--- config.mk ---
export PLATFORM = sky130hd
export DESIGN_NAME = prog_loader
export DESIGN_NICKNAME = d
export VERILOG_FILES = /design/src/rtl/prog_loader_pkg.sv /design/src/rtl/prog_loader_uart_rx.sv /design/src/rtl/prog_loader.sv
export SDC_FILE = /design/constraint.sdc
export NUM_CORES = 1
export LEC_CHECK = 0
export ABC_AREA = 1
export CAP_MARGIN = 25
export CORE_UTILIZATION = 35
export DETAILED_ROUTE_END_ITERATION = 10
export SLEW_MARGIN = 15
export SYNTH_ARGS = -nofsm -noshare
export SYNTH_HDL_FRONTEND = slang
export SYNTH_HIERARCHICAL = 1
export SYNTH_SLANG_ARGS = --single-unit
--- constraint.sdc ---
create_clock -name clk -period 8.1 [get_ports clk]
set_input_delay 1.215 -clock clk [delete_from_list [all_inputs] [get_ports clk]]
set_output_delay 1.215 -clock clk [all_outputs]
set_load 0.02 [all_outputs]
--- src/rtl/prog_loader_pkg.sv ---
`default_nettype none
// ============================================================================
// Module      : prog_loader_pkg
// Description : Shared types and constants for the UART program loader:
//               frame sync byte, field widths, loader and receiver states.
// Revision    : 1.0 - initial release
// ============================================================================
package prog_loader_pkg;

    // Frame framing constants
    localparam logic [7:0] c_SYNC_BYTE = 8'hA5;
    localparam int         c_DATA_W    = 8;
    localparam int         c_LEN_W     = 16;
    localparam int         c_ADDR_W    = 16;

    // Loader frame-parser states
    typedef enum logic [2:0] {
        ST_IDLE  = 3'd0,
        ST_LEN_H = 3'd1,
        ST_LEN_L = 3'd2,
        ST_DATA  = 3'd3,
        ST_CSUM  = 3'd4,
        ST_DONE  = 3'd5,
        ST_ERR   = 3'd6
    } state_t;

    // UART receiver bit-level states
    typedef enum logic [1:0] {
        RX_IDLE  = 2'd0,
        RX_START = 2'd1,
        RX_DATA  = 2'd2,
        RX_STOP  = 2'd3
    } rx_state_t;

    // A frame is "in progress" from the sync byte until the checksum byte
    function automatic logic is_busy(input state_t s);
        return (s == ST_LEN_H) || (s == ST_LEN_L) ||
               (s == ST_DATA)  || (s == ST_CSUM);
    endfunction

endpackage : prog_loader_pkg
`default_nettype wire

--- src/rtl/prog_loader_uart_rx.sv ---
`default_nettype none
// ============================================================================
// Module      : uart_rx
// Description : 8N1 UART receiver, LSB first. Synchronises rx, detects the
//               falling start edge, re-checks start at half a bit, samples
//               data and stop bits at mid-bit. Emits one-cycle valid or
//               frame_err pulses.
// Revision    : 1.0 - initial release
// ============================================================================
module uart_rx
    import prog_loader_pkg::*;
#(
    parameter int CLKS_PER_BIT = 234
) (
    input  logic       clk,
    input  logic       rst,
    input  logic       rx,
    output logic [7:0] data,
    output logic       valid,
    output logic       frame_err
);

    localparam int                 c_CNT_W = $clog2(CLKS_PER_BIT) + 1;
    localparam logic [c_CNT_W-1:0] c_HALF  = c_CNT_W'(CLKS_PER_BIT / 2 - 1);
    localparam logic [c_CNT_W-1:0] c_FULL  = c_CNT_W'(CLKS_PER_BIT - 1);

    logic               sync1_q;
    logic               sync2_q;
    logic               prev_q;
    rx_state_t          rx_state_q;
    logic [c_CNT_W-1:0] cnt_q;
    logic [2:0]         bit_idx_q;
    logic [7:0]         shift_q;
    logic [7:0]         data_q;
    logic               valid_q;
    logic               frame_err_q;

    // Two-flop synchroniser plus one delayed copy for falling-edge detection
    always_ff @(posedge clk or posedge rst) begin
        if (rst) begin
            sync1_q <= 1'b1;
            sync2_q <= 1'b1;
            prev_q  <= 1'b1;
        end else begin
            sync1_q <= rx;
            sync2_q <= sync1_q;
            prev_q  <= sync2_q;
        end
    end

    // Bit-timing state machine; valid/frame_err are one-cycle pulses
    always_ff @(posedge clk or posedge rst) begin
        if (rst) begin
            rx_state_q  <= RX_IDLE;
            cnt_q       <= '0;
            bit_idx_q   <= '0;
            shift_q     <= '0;
            data_q      <= '0;
            valid_q     <= 1'b0;
            frame_err_q <= 1'b0;
        end else begin
            valid_q     <= 1'b0;
            frame_err_q <= 1'b0;
            case (rx_state_q)
                RX_IDLE: begin
                    cnt_q     <= '0;
                    bit_idx_q <= '0;
                    // Only a high-to-low transition starts a byte, so a line
                    // stuck low after a bad stop bit cannot retrigger
                    if (prev_q && !sync2_q) begin
                        rx_state_q <= RX_START;
                    end
                end
                RX_START: begin
                    if (cnt_q == c_HALF) begin
                        cnt_q      <= '0;
                        // High at mid start bit means a glitch, not a byte
                        rx_state_q <= sync2_q ? RX_IDLE : RX_DATA;
                    end else begin
                        cnt_q <= cnt_q + 1'b1;
                    end
                end
                RX_DATA: begin
                    if (cnt_q == c_FULL) begin
                        cnt_q     <= '0;
                        shift_q   <= {sync2_q, shift_q[7:1]};
                        bit_idx_q <= bit_idx_q + 3'd1;
                        if (bit_idx_q == 3'd7) begin
                            rx_state_q <= RX_STOP;
                        end
                    end else begin
                        cnt_q <= cnt_q + 1'b1;
                    end
                end
                RX_STOP: begin
                    if (cnt_q == c_FULL) begin
                        cnt_q      <= '0;
                        rx_state_q <= RX_IDLE;
                        if (sync2_q) begin
                            data_q  <= shift_q;
                            valid_q <= 1'b1;
                        end else begin
                            frame_err_q <= 1'b1;
                        end
                    end else begin
                        cnt_q <= cnt_q + 1'b1;
                    end
                end
                default: rx_state_q <= RX_IDLE;
            endcase
        end
    end

    assign data      = data_q;
    assign valid     = valid_q;
    assign frame_err = frame_err_q;

endmodule : uart_rx
`default_nettype wire

--- src/rtl/prog_loader.sv ---
`default_nettype none
// ============================================================================
// Module      : prog_loader
// Description : UART boot loader. Parses frames of the form
//               A5, LEN_H, LEN_L, LEN data bytes, CSUM and writes the data
//               bytes to consecutive memory addresses from BASE_ADDR. Holds
//               the CPU in reset until a frame with a good checksum lands.
// Revision    : 1.0 - initial release
// ============================================================================
module prog_loader
    import prog_loader_pkg::*;
#(
    parameter int               CLKS_PER_BIT   = 234,
    parameter logic [15:0]      BASE_ADDR      = 16'h0000,
    parameter int               TIMEOUT_CYCLES = 2_700_000
) (
    input  logic                clk,
    input  logic                rst,
    input  logic                rx,
    output logic [c_ADDR_W-1:0] mem_addr,
    output logic [c_DATA_W-1:0] mem_wdata,
    output logic                mem_we,
    output logic                cpu_rst,
    output logic                busy,
    output logic                done,
    output logic                err
);

    localparam logic [31:0] c_TMO_LIMIT = 32'(TIMEOUT_CYCLES);

    logic [7:0]          w_rx_data;
    logic                w_rx_valid;
    logic                w_rx_ferr;
    logic                w_timeout;

    state_t              state_q;
    state_t              state_d;
    logic [c_LEN_W-1:0]  len_q;
    logic [c_LEN_W-1:0]  idx_q;
    logic [7:0]          csum_q;
    logic [31:0]         tmo_q;

    logic [c_ADDR_W-1:0] mem_addr_q;
    logic [c_DATA_W-1:0] mem_wdata_q;
    logic                mem_we_q;
    logic                cpu_rst_q;
    logic                busy_q;
    logic                done_q;
    logic                err_q;

    uart_rx #(
        .CLKS_PER_BIT (CLKS_PER_BIT)
    ) u_uart_rx (
        .clk       (clk),
        .rst       (rst),
        .rx        (rx),
        .data      (w_rx_data),
        .valid     (w_rx_valid),
        .frame_err (w_rx_ferr)
    );

    // Inter-byte silence has run too long; a byte arriving this cycle wins
    assign w_timeout = (tmo_q >= c_TMO_LIMIT) && !w_rx_valid;

    // Next frame-parser state from the received byte stream
    always_comb begin
        state_d = state_q;
        case (state_q)
            ST_IDLE: begin
                if (w_rx_valid && (w_rx_data == c_SYNC_BYTE)) state_d = ST_LEN_H;
            end
            ST_LEN_H: begin
                if (w_rx_valid) state_d = ST_LEN_L;
            end
            ST_LEN_L: begin
                if (w_rx_valid) begin
                    state_d = ({len_q[15:8], w_rx_data} == 16'd0) ? ST_CSUM : ST_DATA;
                end
            end
            ST_DATA: begin
                if (w_rx_valid && (idx_q == len_q - 16'd1)) state_d = ST_CSUM;
            end
            ST_CSUM: begin
                if (w_rx_valid) state_d = (w_rx_data == csum_q) ? ST_DONE : ST_ERR;
            end
            ST_DONE: begin
                state_d = ST_DONE;
            end
            ST_ERR: begin
                if (w_rx_valid && (w_rx_data == c_SYNC_BYTE)) state_d = ST_LEN_H;
            end
            default: state_d = ST_IDLE;
        endcase
        // Line errors and stalls abort any frame in progress
        if (is_busy(state_q) && (w_rx_ferr || w_timeout)) begin
            state_d = ST_ERR;
        end
    end

    // State register, frame bookkeeping and registered outputs
    always_ff @(posedge clk or posedge rst) begin
        if (rst) begin
            state_q     <= ST_IDLE;
            len_q       <= '0;
            idx_q       <= '0;
            csum_q      <= '0;
            tmo_q       <= '0;
            mem_addr_q  <= BASE_ADDR;
            mem_wdata_q <= '0;
            mem_we_q    <= 1'b0;
            cpu_rst_q   <= 1'b1;
            busy_q      <= 1'b0;
            done_q      <= 1'b0;
            err_q       <= 1'b0;
        end else begin
            state_q  <= state_d;
            mem_we_q <= 1'b0;

            // Status flags follow the next state so they change on entry
            cpu_rst_q <= (state_d != ST_DONE);
            busy_q    <= is_busy(state_d);
            done_q    <= (state_d == ST_DONE);
            err_q     <= (state_d == ST_ERR);

            if (w_rx_valid || !is_busy(state_q)) begin
                tmo_q <= '0;
            end else if (tmo_q != 32'hFFFF_FFFF) begin
                tmo_q <= tmo_q + 32'd1;
            end

            if (w_rx_valid) begin
                case (state_q)
                    ST_IDLE, ST_ERR: begin
                        if (w_rx_data == c_SYNC_BYTE) begin
                            len_q  <= '0;
                            idx_q  <= '0;
                            csum_q <= '0;
                        end
                    end
                    ST_LEN_H: len_q[15:8] <= w_rx_data;
                    ST_LEN_L: len_q[7:0]  <= w_rx_data;
                    ST_DATA: begin
                        mem_we_q    <= 1'b1;
                        mem_wdata_q <= w_rx_data;
                        mem_addr_q  <= BASE_ADDR + idx_q;
                        csum_q      <= csum_q + w_rx_data;
                        idx_q       <= idx_q + 16'd1;
                    end
                    default: ;
                endcase
            end
        end
    end

    assign mem_addr  = mem_addr_q;
    assign mem_wdata = mem_wdata_q;
    assign mem_we    = mem_we_q;
    assign cpu_rst   = cpu_rst_q;
    assign busy      = busy_q;
    assign done      = done_q;
    assign err       = err_q;

endmodule : prog_loader
`default_nettype wire
* Word level (Yosys, flattened, before mapping)
Index checks and enable logic that the tools add are counted.
** Storage, ports and cells
- Register bits after elaboration :: 139
- Output and inout bits :: 29
- Logic and storage cells :: 130
** Operators by class
- Add/sub/neg operators :: 6
- Order comparisons :: 1
- Eq/ne operators :: 29
- Muxes and demuxes :: 37
- Reductions and logical operators :: 34
** Operators with widths (count)
- 32-bit two-way mux :: 2
- 8-bit case mux with 2 select lines :: 3
- 32-bit by 1-bit adder with 32-bit output, second input constant :: 1
- 32-bit by 22-bit greater-or-equal comparator with 1-bit output, second input constant :: 1
- 32-bit != test, second input constant :: 1
- 16-bit case mux with 2 select lines :: 1
- 9-bit case mux with 3 select lines :: 1
- 3-bit two-way mux :: 8
- 3-bit equality test, second input constant :: 7
- 9-bit two-way mux :: 2
- 3-bit case mux with 6 select lines :: 1
- 16-bit by 1-bit adder with 16-bit output, second input constant :: 1
- 16-bit equality test :: 1
- 16-bit zero test :: 1
- 16-bit two-way mux :: 1
- 16-bit by 1-bit subtractor with 16-bit output, second input constant :: 1
- 2-bit two-way mux :: 7
- 3-bit by 2-bit equality test with 1-bit output, second input constant :: 4
- 2-bit by 1-bit != test with 1-bit output, second input constant :: 6
- 3-bit AND reduction :: 4
- 2-bit nonzero test :: 5
- 9-bit by 1-bit adder with 9-bit output, second input constant :: 1
- 9-bit by 7-bit equality test with 1-bit output, second input constant :: 1
- 9-bit by 8-bit equality test with 1-bit output, second input constant :: 1
- other kinds (20) :: 45

* Longest topological paths before layout
Gate-level depths: netlist of run 1.
- Depth in word-level cells :: 10
- Gate-level depth with buffers :: 19
- Gate-level depth less buffers :: 19

* Hierarchy
The synthesis of run 1 kept the hierarchy.
** Modules (own cells, without submodules)
- prog_loader :: instances 1, cells an instance 856, area an instance 6247.2 sq um, sequential area each 2603.7 sq um
- uart_rx :: instances 1, cells an instance 174, area an instance 1610.3 sq um, sequential area each 879.6 sq um

* Least setup slack after synthesis of run 1
OpenSTA, ideal clock, no wires.
- Path kind :: reg-to-reg
- Start :: reg len_q[0]
- End :: reg err_q (netlist: err)
- Setup time :: 0.113 ns
- Arrival time :: 1.870 ns
- Slack :: 6.116 ns
- Stages on the path, launching flop included :: 20
- Period minus slack after synthesis :: 1.984 ns
- Path through :: dfrtp_1 inv_1 ha_1 inv_1 nor2_2 nand2_1 nor2_1 nand2_1 nand2_1 inv_1 nor2_1 nand2_1 nor2_1 nand3_1 nand2_2 nand2_2 nor2_4 inv_2 nand2_1 inv_1
** On the way
- Word-level cells in the longest chain between the ends :: 7
** Ends and longest elaborated chain
- start, declared :: RTL line prog_loader.sv:38 : logic [c_LEN_W-1:0] len_q;
- start signal, assigned :: RTL line prog_loader.sv:141 : ST_LEN_L: len_q[7:0] <= w_rx_data;
- 16-bit by 1-bit subtractor with 16-bit output :: RTL line prog_loader.sv:81 : if (w_rx_valid && (idx_q == len_q - 16'd1)) state_d = ST_CSUM;
- 16-bit equality test :: RTL line prog_loader.sv:81
- 1-bit logical AND :: RTL line prog_loader.sv:81
- 3-bit two-way mux :: RTL line prog_loader.sv:81
- 3-bit case mux with 6 select lines :: RTL line prog_loader.sv:68 : case (state_q)
- 3-bit two-way mux :: RTL line prog_loader.sv:95 : if (is_busy(state_q) && (w_rx_ferr || w_timeout)) begin
- named net state_d[1] :: RTL line prog_loader.sv:37 : state_t state_d;
- 3-bit equality test :: RTL line prog_loader.sv:123 : err_q <= (state_d == ST_ERR);
- end signal, assigned :: RTL line prog_loader.sv:123
- end, declared :: RTL line prog_loader.sv:49 : logic err_q;
The timed path passes the listed nets, and every way through them passes these cells.
A chain may end at the register's enable or synchronous reset.

* Worst setup path after layout of run 1
- Start :: reg state_q[2]
- End :: reg mem_addr_q[0] (netlist: mem_addr[0])
** On the way
- Word-level cells in the longest chain between the ends :: 2
** Ends and longest elaborated chain
- start, declared :: RTL line prog_loader.sv:36 : state_t state_q;
- start signal, assigned :: RTL line prog_loader.sv:116 : state_q <= state_d;
- 3-bit by 2-bit equality test with 1-bit output :: RTL line prog_loader.sv:132 : case (state_q)
- 2-bit AND reduction (no source line)
- end signal, assigned :: RTL line prog_loader.sv:145 : mem_addr_q <= BASE_ADDR + idx_q;
- end, declared :: RTL line prog_loader.sv:43 : logic [c_ADDR_W-1:0] mem_addr_q;
Every way passes these cells.

==> results of run 1 <==
==> path summary, 6_finish.rpt <==
kind	startpoint	end
min in group asynchronous	rst	csum_q[5]
worst max-delay path	state_q[2]	mem_addr[0]
worst max register to register	state_q[2]	mem_addr[0]
max in group asynchronous	rst	len_q[6]
worst min register to register	u_uart_rx/sync1_q	u_uart_rx/sync2_q
worst min-delay path	u_uart_rx/sync1_q	u_uart_rx/sync2_q
==> worst register-to-register path: cells and delay by family, from the launching register on <==
family | cells | cell delay (ns)
AO/OA/AOI/OAI | 1 | 0.09
flip-flops | 1 | 0.41
buffers and inverters | 5 | 1.32
AND/OR/NAND/NOR | 4 | 0.88
==> placed cells by master, fill, tap and decap left out, types with 5 or more instances in the layout <==
| cell | count |
|---|---|
| a21oi_1 | 29 |
| clkbuf_16 | 17 |
| clkdlybuf4s50_1 | 31 |
| clkinv_1 | 5 |
| dfrtp_1 | 135 |
| ha_1 | 16 |
| inv_1 | 119 |
| inv_2 | 13 |
| nand2_1 | 289 |
| nand2_2 | 9 |
| nand3_1 | 60 |
| nand3b_1 | 8 |
| nand4_1 | 19 |
| nor2_1 | 108 |
| nor2_2 | 11 |
| nor3_1 | 21 |
| nor4_1 | 13 |
| o21ai_0 | 61 |
| o21ai_2 | 10 |
| xnor2_1 | 5 |
| xor2_1 | 17 |
==> metrics by stage <==
stage,setup slack (ns),instances,area (um2)
2_1_floorplan,4.15,1030,7860
3_3_place_gp,5.10,1328,8470
3_5_place_dp,5.10,1329,8490
4_1_cts,5.26,1361,9060
5_1_grt,5.08,1361,9060
6_report,5.28,1361,9060
==> registers in the layout, indices dropped and copies added (netlist names), 3 cells and up, named ones only <==
register / count
u_uart_rx/bit_idx_q: 3
state_q: 3
mem_wdata: 8
u_uart_rx/shift_q: 8
tmo_q: 32
u_uart_rx/data: 8
csum_q: 8
idx_q: 16
len_q: 16
u_uart_rx/cnt_q: 9
mem_addr: 16
==> metal layers <==
layer	vias up	track usage, %
met5	-	0
met4	0	7.05
met3	29	3.42
met2	144	26.9
met1	3107	22.5
li1	3419	-
==> cell families (layout without fill, tap and decap cells) <==
group | Yosys count | count (layout) | synth area share, %
adders and majority gates | 17 | 17 | 2.80
and+or+nand+nor | 567 | 567 | 33.0
xor gates and xnor gates | 22 | 22 | 2.45
AOI/OAI and AO/OA | 130 | 130 | 9.79
buffers and inverters | 155 | 206 | 7.66
DFF | 139 | 139 | 44.3
==> power by group <==
group / total (W) / switching [W] / internal [W]
Sequential: 0.000725 / 0.0000182 / 0.000707
Combinational: 0.0000816 / 0.0000585 / 0.0000231
Clock: 0.000754 / 0.000326 / 0.000428
Total: 0.00156 / 0.000402 / 0.00116
==> cell type report <==
type	count	area share, %
Clock inverter	14	1.52
Clock buffer	18	4.74
Timing Repair Buffer	35	3.98
Tap cell	280	3.87
Multi-Input combinational cell	736	41.6
Sequential cell	139	38.4
Inverter	139	5.81
==> impl_metrics.tcl, run 1 <==
set metrics [dict create \
    status "complete, no violations" \
    clock_sinks 139 \
    ctsHoldBuffers 0 \
    wl_met2_um 8520 \
    cp-end-kind "register" \
    crit_type "reg -> reg" \
    grt-ovfl-total 0 \
    nets 1088 \
    synth_top_area_share_pct 43.0 \
    grt_max_degree 57 \
    path_max_fanout 25 \
    cp_num_buf_inv 5 \
    drcViolationCount 0 \
    layout.area.seq_mm2 0.00348 \
    vias 6699 \
    die_w_um 152 \
    pin_count 32 \
    cpPeakStageDelay_ns 0.65 \
    max_freq_ghz 0.354 \
    critical-path-top-delay-family "buffers and inverters" \
    num_rows 54 \
    cts_buffer_depth 2 \
    io_buffers 31 \
    post_drt_via_cell_ratio 4.92 \
    crit_required_ns 8.42 \
    reg2reg_depth 10 \
    finClkSkew_ns 0.0124 \
    synthTopCellsByCount "nand2_1, dfrtp_1, inv_1, nor2_1, o21ai_0" \
    wirelength_um 18600 \
    hold_violations 0 \
    hold_ws_ns 0.358 \
    setup_viol 0 \
    drv_slew 0 \
    cpMaxStageDelayCell "clkinv_1" \
    power.density_mw_per_mm2 172 \
    cp.depth 10 \
    drt_iter0_drc 416 \
    synth_edf_count 0 \
    worstPathCellList "inv_1 > nand2_1 > nor2_1 > inv_2 > nor2_4 > clkinv_1 > buf_16 > nor2_1 > inv_1 > o21a_1" \
    initial_core_util_pct 35.9 \
    finalCriticalPeriod_ns 2.82 \
    die_h_um 152 \
    dp_hpwl_um 13600 \
    wirelength_met1_um 8810 \
    wl_met3_um 871 \
    top_layer_used "met4" \
    maxCapViolCount 0 \
    cp_data_arrival_time_ns 3.14 \
    clock-root-buffer "clkbuf_16" \
    leakage_nw 4.33 \
    synth.largest_area_cell "dfrtp_1" \
    power_w 0.00156 \
    drive_gt1_share_pct 10.1 \
    cts_buffers 17 \
    synthTopCellsByArea "dfrtp_1, nand2_1, inv_1" \
    slew_headroom_pct 46.9 \
    final_core_util_pct 41.4 \
    hp-class "reg -> reg" \
    antenna_cells 0 \
    yosys.cell_count.top_type "nand2_1" \
    fin_setup_tns_ns 0 \
    grt_pass1_wl_um 31600 \
    post_cts_buffers 0 \
    grtUsageTotal_pct 17.0 \
    syn_area_mm2 0.00786 \
    r2r_slack_ns 5.28 \
    netlist_instances 1030 \
    antenna_found_initial 0 \
    gp_congestion 0.904 \
    async_flop_share_pct 100 \
    first_pass_iters 5 \
    coreArea_mm2 0.0219 \
    wire_per_inst_um 13.7 \
    n_fill_cell 2250 \
    avgSynthCellArea_um2 7.63 \
    seq_area_frac_synth_pct 44.3 \
    finalCritPeriodShare_pct 34.8 \
    ir_drop_v 0.000146 \
    htreeDepth 4 \
    tightest_slew_ns 0.794 \
    area_growth_pct 15.3 \
    clkTransAtPathRegs_ns 0.07 \
    rsz0062_at_grt "false" \
    grt_pass1_vias 6419 \
    cp-start-kind "register" \
    clock_latency_ns 0.43 \
    ys_ff_latch 139 \
    ys_warn_count 6 \
    die_area_mm2 0.0231 \
    cts_resized 0 \
    multi_input_area_mm2 0.00377 \
    postRouteAntennaNets 0 \
    cts_tree "built" \
    synth_cell_types 58 \
    ys.flop_type "dfrtp_1" \
    hold_depth 0 \
    synth_nets 1050 \
]
No activity file was read; power rests on OpenSTA's default activity.
==> run 2, diff against run 1 <==
==> constraint.sdc (replaced) <==
create_clock -name clk -period 2.65 [get_ports clk]
set_input_delay 0.3975 -clock clk [delete_from_list [all_inputs] [get_ports clk]]
set_output_delay 0.3975 -clock clk [all_outputs]
set_load 0.02 [all_outputs]
==> impl_metrics.tcl, run 2 (same netlist as run 1, synthesis figures left out) <==
set metrics [dict create \
    drt_iter0_drc 398 \
    vias 6600 \
    drive_gt1_share_pct 10.6 \
    reg2reg_depth 15 \
    clock-root-buffer "clkbuf_16" \
    dp_hpwl_um 13500 \
    reg2reg_from "len_q[0]" \
    stdcell_area_mm2 0.00913 \
    maxCapViolCount 0 \
    grt_pass1_wl_um 31300 \
    hold_ws_ns 0.355 \
    clkTransAtPathRegs_ns 0.06 \
    pin_count 32 \
    coreArea_mm2 0.0219 \
    hold_depth 0 \
    gp_congestion 0.881 \
    power.density_mw_per_mm2 528 \
    ir_drop_v 0.000394 \
    slew_headroom_pct 61.4 \
    cts_resized 0 \
    largest_register_ffs 32 \
    first_pass_iters 5 \
    htreeDepth 4 \
    grt_pass1_vias 6348 \
    drv_slew 0 \
    num_rows 54 \
    multi_input_area_mm2 0.00377 \
    finalCritPeriodShare_pct 88.0 \
    wire_per_inst_um 13.4 \
    n_fill_cell 2259 \
    hold_violations 0 \
    tightest_slew_ns 0.574 \
    initial_core_util_pct 35.9 \
    cp_data_arrival_time_ns 2.64 \
    finClkSkew_ns 0.00819 \
    area_growth_pct 16.1 \
    path_max_fanout 5 \
    cts_buffers 17 \
    grt-ovfl-total 0 \
    layout.area.seq_mm2 0.00348 \
    worstHoldStart "u_uart_rx/sync1_q" \
    cp-end-kind "register" \
    die_w_um 152 \
    clock_latency_ns 0.42 \
    drcViolationCount 0 \
    wirelength_um 18300 \
    cp-start-kind "register" \
    placed_cell_area_mm2 0.00855 \
    layout_common_cells "nand2_1, dfrtp_1, inv_1" \
    setup_viol 0 \
    dpl.cell_count 1336 \
    hp-class "reg -> reg" \
    cts_buffer_depth 2 \
    post_cts_buffers 0 \
    clock_sinks 139 \
    fin_setup_tns_ns 0 \
    grt_max_degree 52 \
    grtUsageTotal_pct 16.7 \
    post_drt_via_cell_ratio 4.82 \
    antenna_cells 0 \
    io_buffers 31 \
    status "complete, no violations" \
    hold_end "u_uart_rx/sync2_q" \
    cts_tree "built" \
    die_area_mm2 0.0231 \
    max_freq_ghz 0.429 \
    crit_type "reg -> reg" \
    layout_commonest_cell "nand2_1" \
    postRouteAntennaNets 0 \
    rsz0062_at_grt "false" \
    nets 1095 \
    finalCriticalPeriod_ns 2.33 \
    largest_register "tmo_q" \
    crit_required_ns 2.96 \
    antenna_found_initial 0 \
    ctsHoldBuffers 0 \
    stdcell_count 1368 \
    leakage_nw 4.37 \
    die_h_um 152 \
    reg2reg_to "busy" \
    r2r_slack_ns 0.32 \
]
## run 2: per-stage QoR
| step | worst slack (ns) | total power, W | util, % |
|---|---|---|---|
| global route | 0.0286 | 0.00503 | 41.7 |
| global placement | 0.360 | 0.00251 | 39.1 |
| detailed placement | 0.335 | 0.00251 | 39.1 |
| floorplan | 0.666 | 0.00245 | - |
| CTS | 0.317 | 0.00488 | 41.7 |
| finish | 0.318 | 0.00482 | 41.7 |
## run 2: worst max-delay path: stages, from the launching register on
cell and delay [ns]:
dfrtp_1 0.39, inv_1 0.13, ha_1 0.20, inv_1 0.08, nor2_2 0.10, nand2_1 0.10, o21ai_0 0.24, nand2_1 0.08
nand2_1 0.09, nand3b_1 0.08, nor3_1 0.21, nand3_1 0.21, nand3_2 0.17, inv_1 0.05, nand2_1 0.06, nand2_1 0.05
## run 2: worst max path at each step
stage	from	end	slack [ns]
detailed placement	len_q[0]	err	0.33
finish	len_q[0]	busy	0.32
global placement	len_q[0]	err	0.36
global route	len_q[0]	busy	0.03
floorplan	len_q[0]	err	0.67
CTS	len_q[0]	err	0.32
## run 2: report_power, final
part | switching (W) | internal (W)
sequential | 0.0000531 | 0.00216
combinational | 0.000175 | 0.0000758
clock | 0.000959 | 0.00139
total | 0.00119 | 0.00363
## run 2: layer usage
layer  GRT usage, %  share of wire, %
met2           26.4                45
met3           2.99               3.2
met5              0                 0
met4           6.43               2.1
met1           22.8                49
## run 2: layout make-up
class / instances / share of cell area, %
timing repair buffer: 42 / 4.58
clock inverter: 13 / 1.55
sequential: 139 / 38.2
multi-input combinational: 736 / 41.3
inverter: 139 / 5.79
tap: 280 / 3.84
clock buffer: 19 / 4.74
==> run 3, diff against run 2 <==
==> constraint.sdc (replaced) <==
create_clock -name clk -period 2.15 [get_ports clk]
set_input_delay 0.3225 -clock clk [delete_from_list [all_inputs] [get_ports clk]]
set_output_delay 0.3225 -clock clk [all_outputs]
set_load 0.02 [all_outputs]
==> impl_metrics.tcl, run 3 (same netlist as run 1, synthesis figures left out) <==
set metrics [dict create \
    drv_slew 0 \
    setup_viol 0 \
    nets 1139 \
    hp-class "in -> reg" \
    io_buffers 31 \
    final_core_util_pct 44.0 \
    layout_common_cells "nand2_1, dfrtp_1, inv_1" \
    pin_count 32 \
    maxCapViolCount 0 \
    cts_tree "built" \
    cpMaxStageDelayCell "dfrtp_1" \
    clkTransAtPathRegs_ns 0.06 \
    grt_max_degree 45 \
    grt_pass1_vias 6466 \
    die_area_mm2 0.0231 \
    finClkSkew_ns 0.0105 \
    dp_hpwl_um 14100 \
    crit_required_ns 2.47 \
    power.density_mw_per_mm2 631 \
    wire_per_inst_um 13.6 \
    largest_register_ffs 32 \
    cts_buffer_depth 2 \
    initial_core_util_pct 35.9 \
    num_rows 54 \
    n_fill_cell 2238 \
    netSwitchingFraction_pct 23.7 \
    postRouteAntennaNets 0 \
    worstPathCellList "inv_2 > ha_4 > inv_4 > nor2_4 > nand2_4 > nor2_4 > nand2_2 > nand2_2 > nand2_2 > nor2_2 > nand2_1 > nor2_1 > nand3_1 > nand2_2 > nand2_2 > nor2_4 > inv_2 > nand2_1 > inv_1" \
    drt_iter0_drc 397 \
    drcViolationCount 0 \
    drive_gt1_share_pct 16.9 \
    status "complete, no violations" \
    grt-ovfl-total 0 \
    max_freq_ghz 0.475 \
    power.share.combinational_pct 5.3 \
    area_growth_pct 22.7 \
    cpPeakStageDelay_ns 0.39 \
    grt_pass1_wl_um 31900 \
    layout_commonest_cell "nand2_1" \
    clock_latency_ns 0.43 \
    grtUsageTotal_pct 17.1 \
    htreeDepth 4 \
    cp_data_arrival_time_ns 2.42 \
    placed_cell_area_mm2 0.00880 \
    leakage_nw 4.61 \
    clock-root-buffer "clkbuf_16" \
    tightest_slew_ns 0.550 \
    setup_ws_ns 0.0436 \
    clkPwrFrac_pct 49.8 \
    vias 6856 \
    die_w_um 152 \
    first_pass_iters 4 \
    wirelength_um 19100 \
    clock_sinks 139 \
    path_common_cell "nand2_2" \
    antenna_found_initial 0 \
    cp-start-kind "register" \
    power_switching_w 0.00144 \
    path_max_fanout 3 \
    finalCritPeriodShare_pct 98.0 \
    coreArea_mm2 0.0219 \
    hold_violations 0 \
    cts_buffers 17 \
    largest_register "tmo_q" \
    rsz0062_at_grt "true" \
    p_seq_share_pct 44.9 \
    cp-end-kind "register" \
    post_drt_via_cell_ratio 4.86 \
    crit_type "reg -> reg" \
    p_int_w 0.00464 \
    power_w 0.00608 \
    finalCriticalPeriod_ns 2.11 \
    slew_headroom_pct 63.0 \
    antenna_cells 0 \
    ir_drop_v 0.000530 \
    place_ws_ns -0.00354 \
    die_h_um 152 \
    stdcell_area_mm2 0.00964 \
    gp_congestion 0.911 \
]
[run 3: changes by cell type in the layout (fill, tap and decap cells not counted), moves of 4 or more]
| cell | before | now |
|---|---|---|
| buf_4 | 9 | 51 |
| inv_1 | 119 | 115 |
| nand2_1 | 289 | 281 |
| nand2_2 | 9 | 15 |
| nor2_1 | 108 | 99 |
| nor2_4 | 4 | 11 |
[run 3: repair_timing]
| item | 4_1_cts | 5_1_grt |
|---|---|---|
| gates cloned | 0 | 1 |
| setup endpoints to repair | 2 | 31 |
| setup buffers | 0 | 10 |
| pin swaps | 0 | 17 |
| hold buffers | 0 | 0 |
| gates resized for setup | 1 | 46 |
[run 3: final timing paths]
check / from / endpoint / slack (ns) / depth (start not counted)
setup reg to reg: len_q[0] / err / 0.04 / 19
hold reg to reg: u_uart_rx/sync1_q / u_uart_rx/sync2_q / 0.36 / 0
hold / removal: rx / u_uart_rx/sync1_q / 0.29 / 1
max in group asynchronous: rst / idx_q[13] / 1.20 / 3
setup / recovery: len_q[0] / err / 0.04 / 19
min in group asynchronous: rst / mem_wdata[0] / 0.36 / 2
[run 3: critical path, delay by kind of cell (launching register included)]
kind / cells / cell delay (ns)
buffers and inverters: 4 / 0.20
adders and majority gates: 1 / 0.14
DFF: 1 / 0.39
and+or+nand+nor: 14 / 1.27
[run 3: layer usage]
metal / part of all wire [%] / wire (um) / vias to the layer above / track usage [%]
met1: 49 / 9360 / 3226 / 23.2
met4: 1.8 / 344 / 0 / 6.43
met5: 0 / 0 / - / 0
met3: 3.2 / 616 / 21 / 3.11
met2: 46 / 8820 / 100 / 27.0
li1: - / - / 3509 / -
[run 3: area by class of cell]
cell class / count / area (um2) / share of cell area [%]
Timing Repair Buffer: 85 / 744 / 7.72
Inverter: 139 / 534 / 5.54
Multi-Input combinational cell: 736 / 3920 / 40.7
Sequential cell: 139 / 3490 / 36.2
Clock buffer: 20 / 457 / 4.74
Timing Repair inverter: 1 / 5.00 / 0.0519
Clock inverter: 10 / 143 / 1.48
Tap cell: 280 / 350 / 3.63
[run 3: power groups by stage]
stage,clock network (W),registers (W),logic (W)
after floorplan,0,0.00275,0.000275
after global placement,0,0.00278,0.000322
after detailed placement,0,0.00278,0.000328
after CTS,0.00309,0.00273,0.000328
after global routing,0.00319,0.00274,0.000376
final,0.00303,0.00273,0.000319
[run 3: per-stage QoR]
| stage | hold slack [ns] | setup TNS [ns] | instances |
|---|---|---|---|
| detailed placement | 0.353 | -0.00354 | 1369 |
| CTS | 0.280 | -0.00511 | 1399 |
| finish | 0.295 | 0 | 1410 |
| global placement | 0.347 | 0 | 1369 |
| global route | 0.298 | -0.549 | 1410 |
| floorplan | 0.327 | 0 | 1030 |
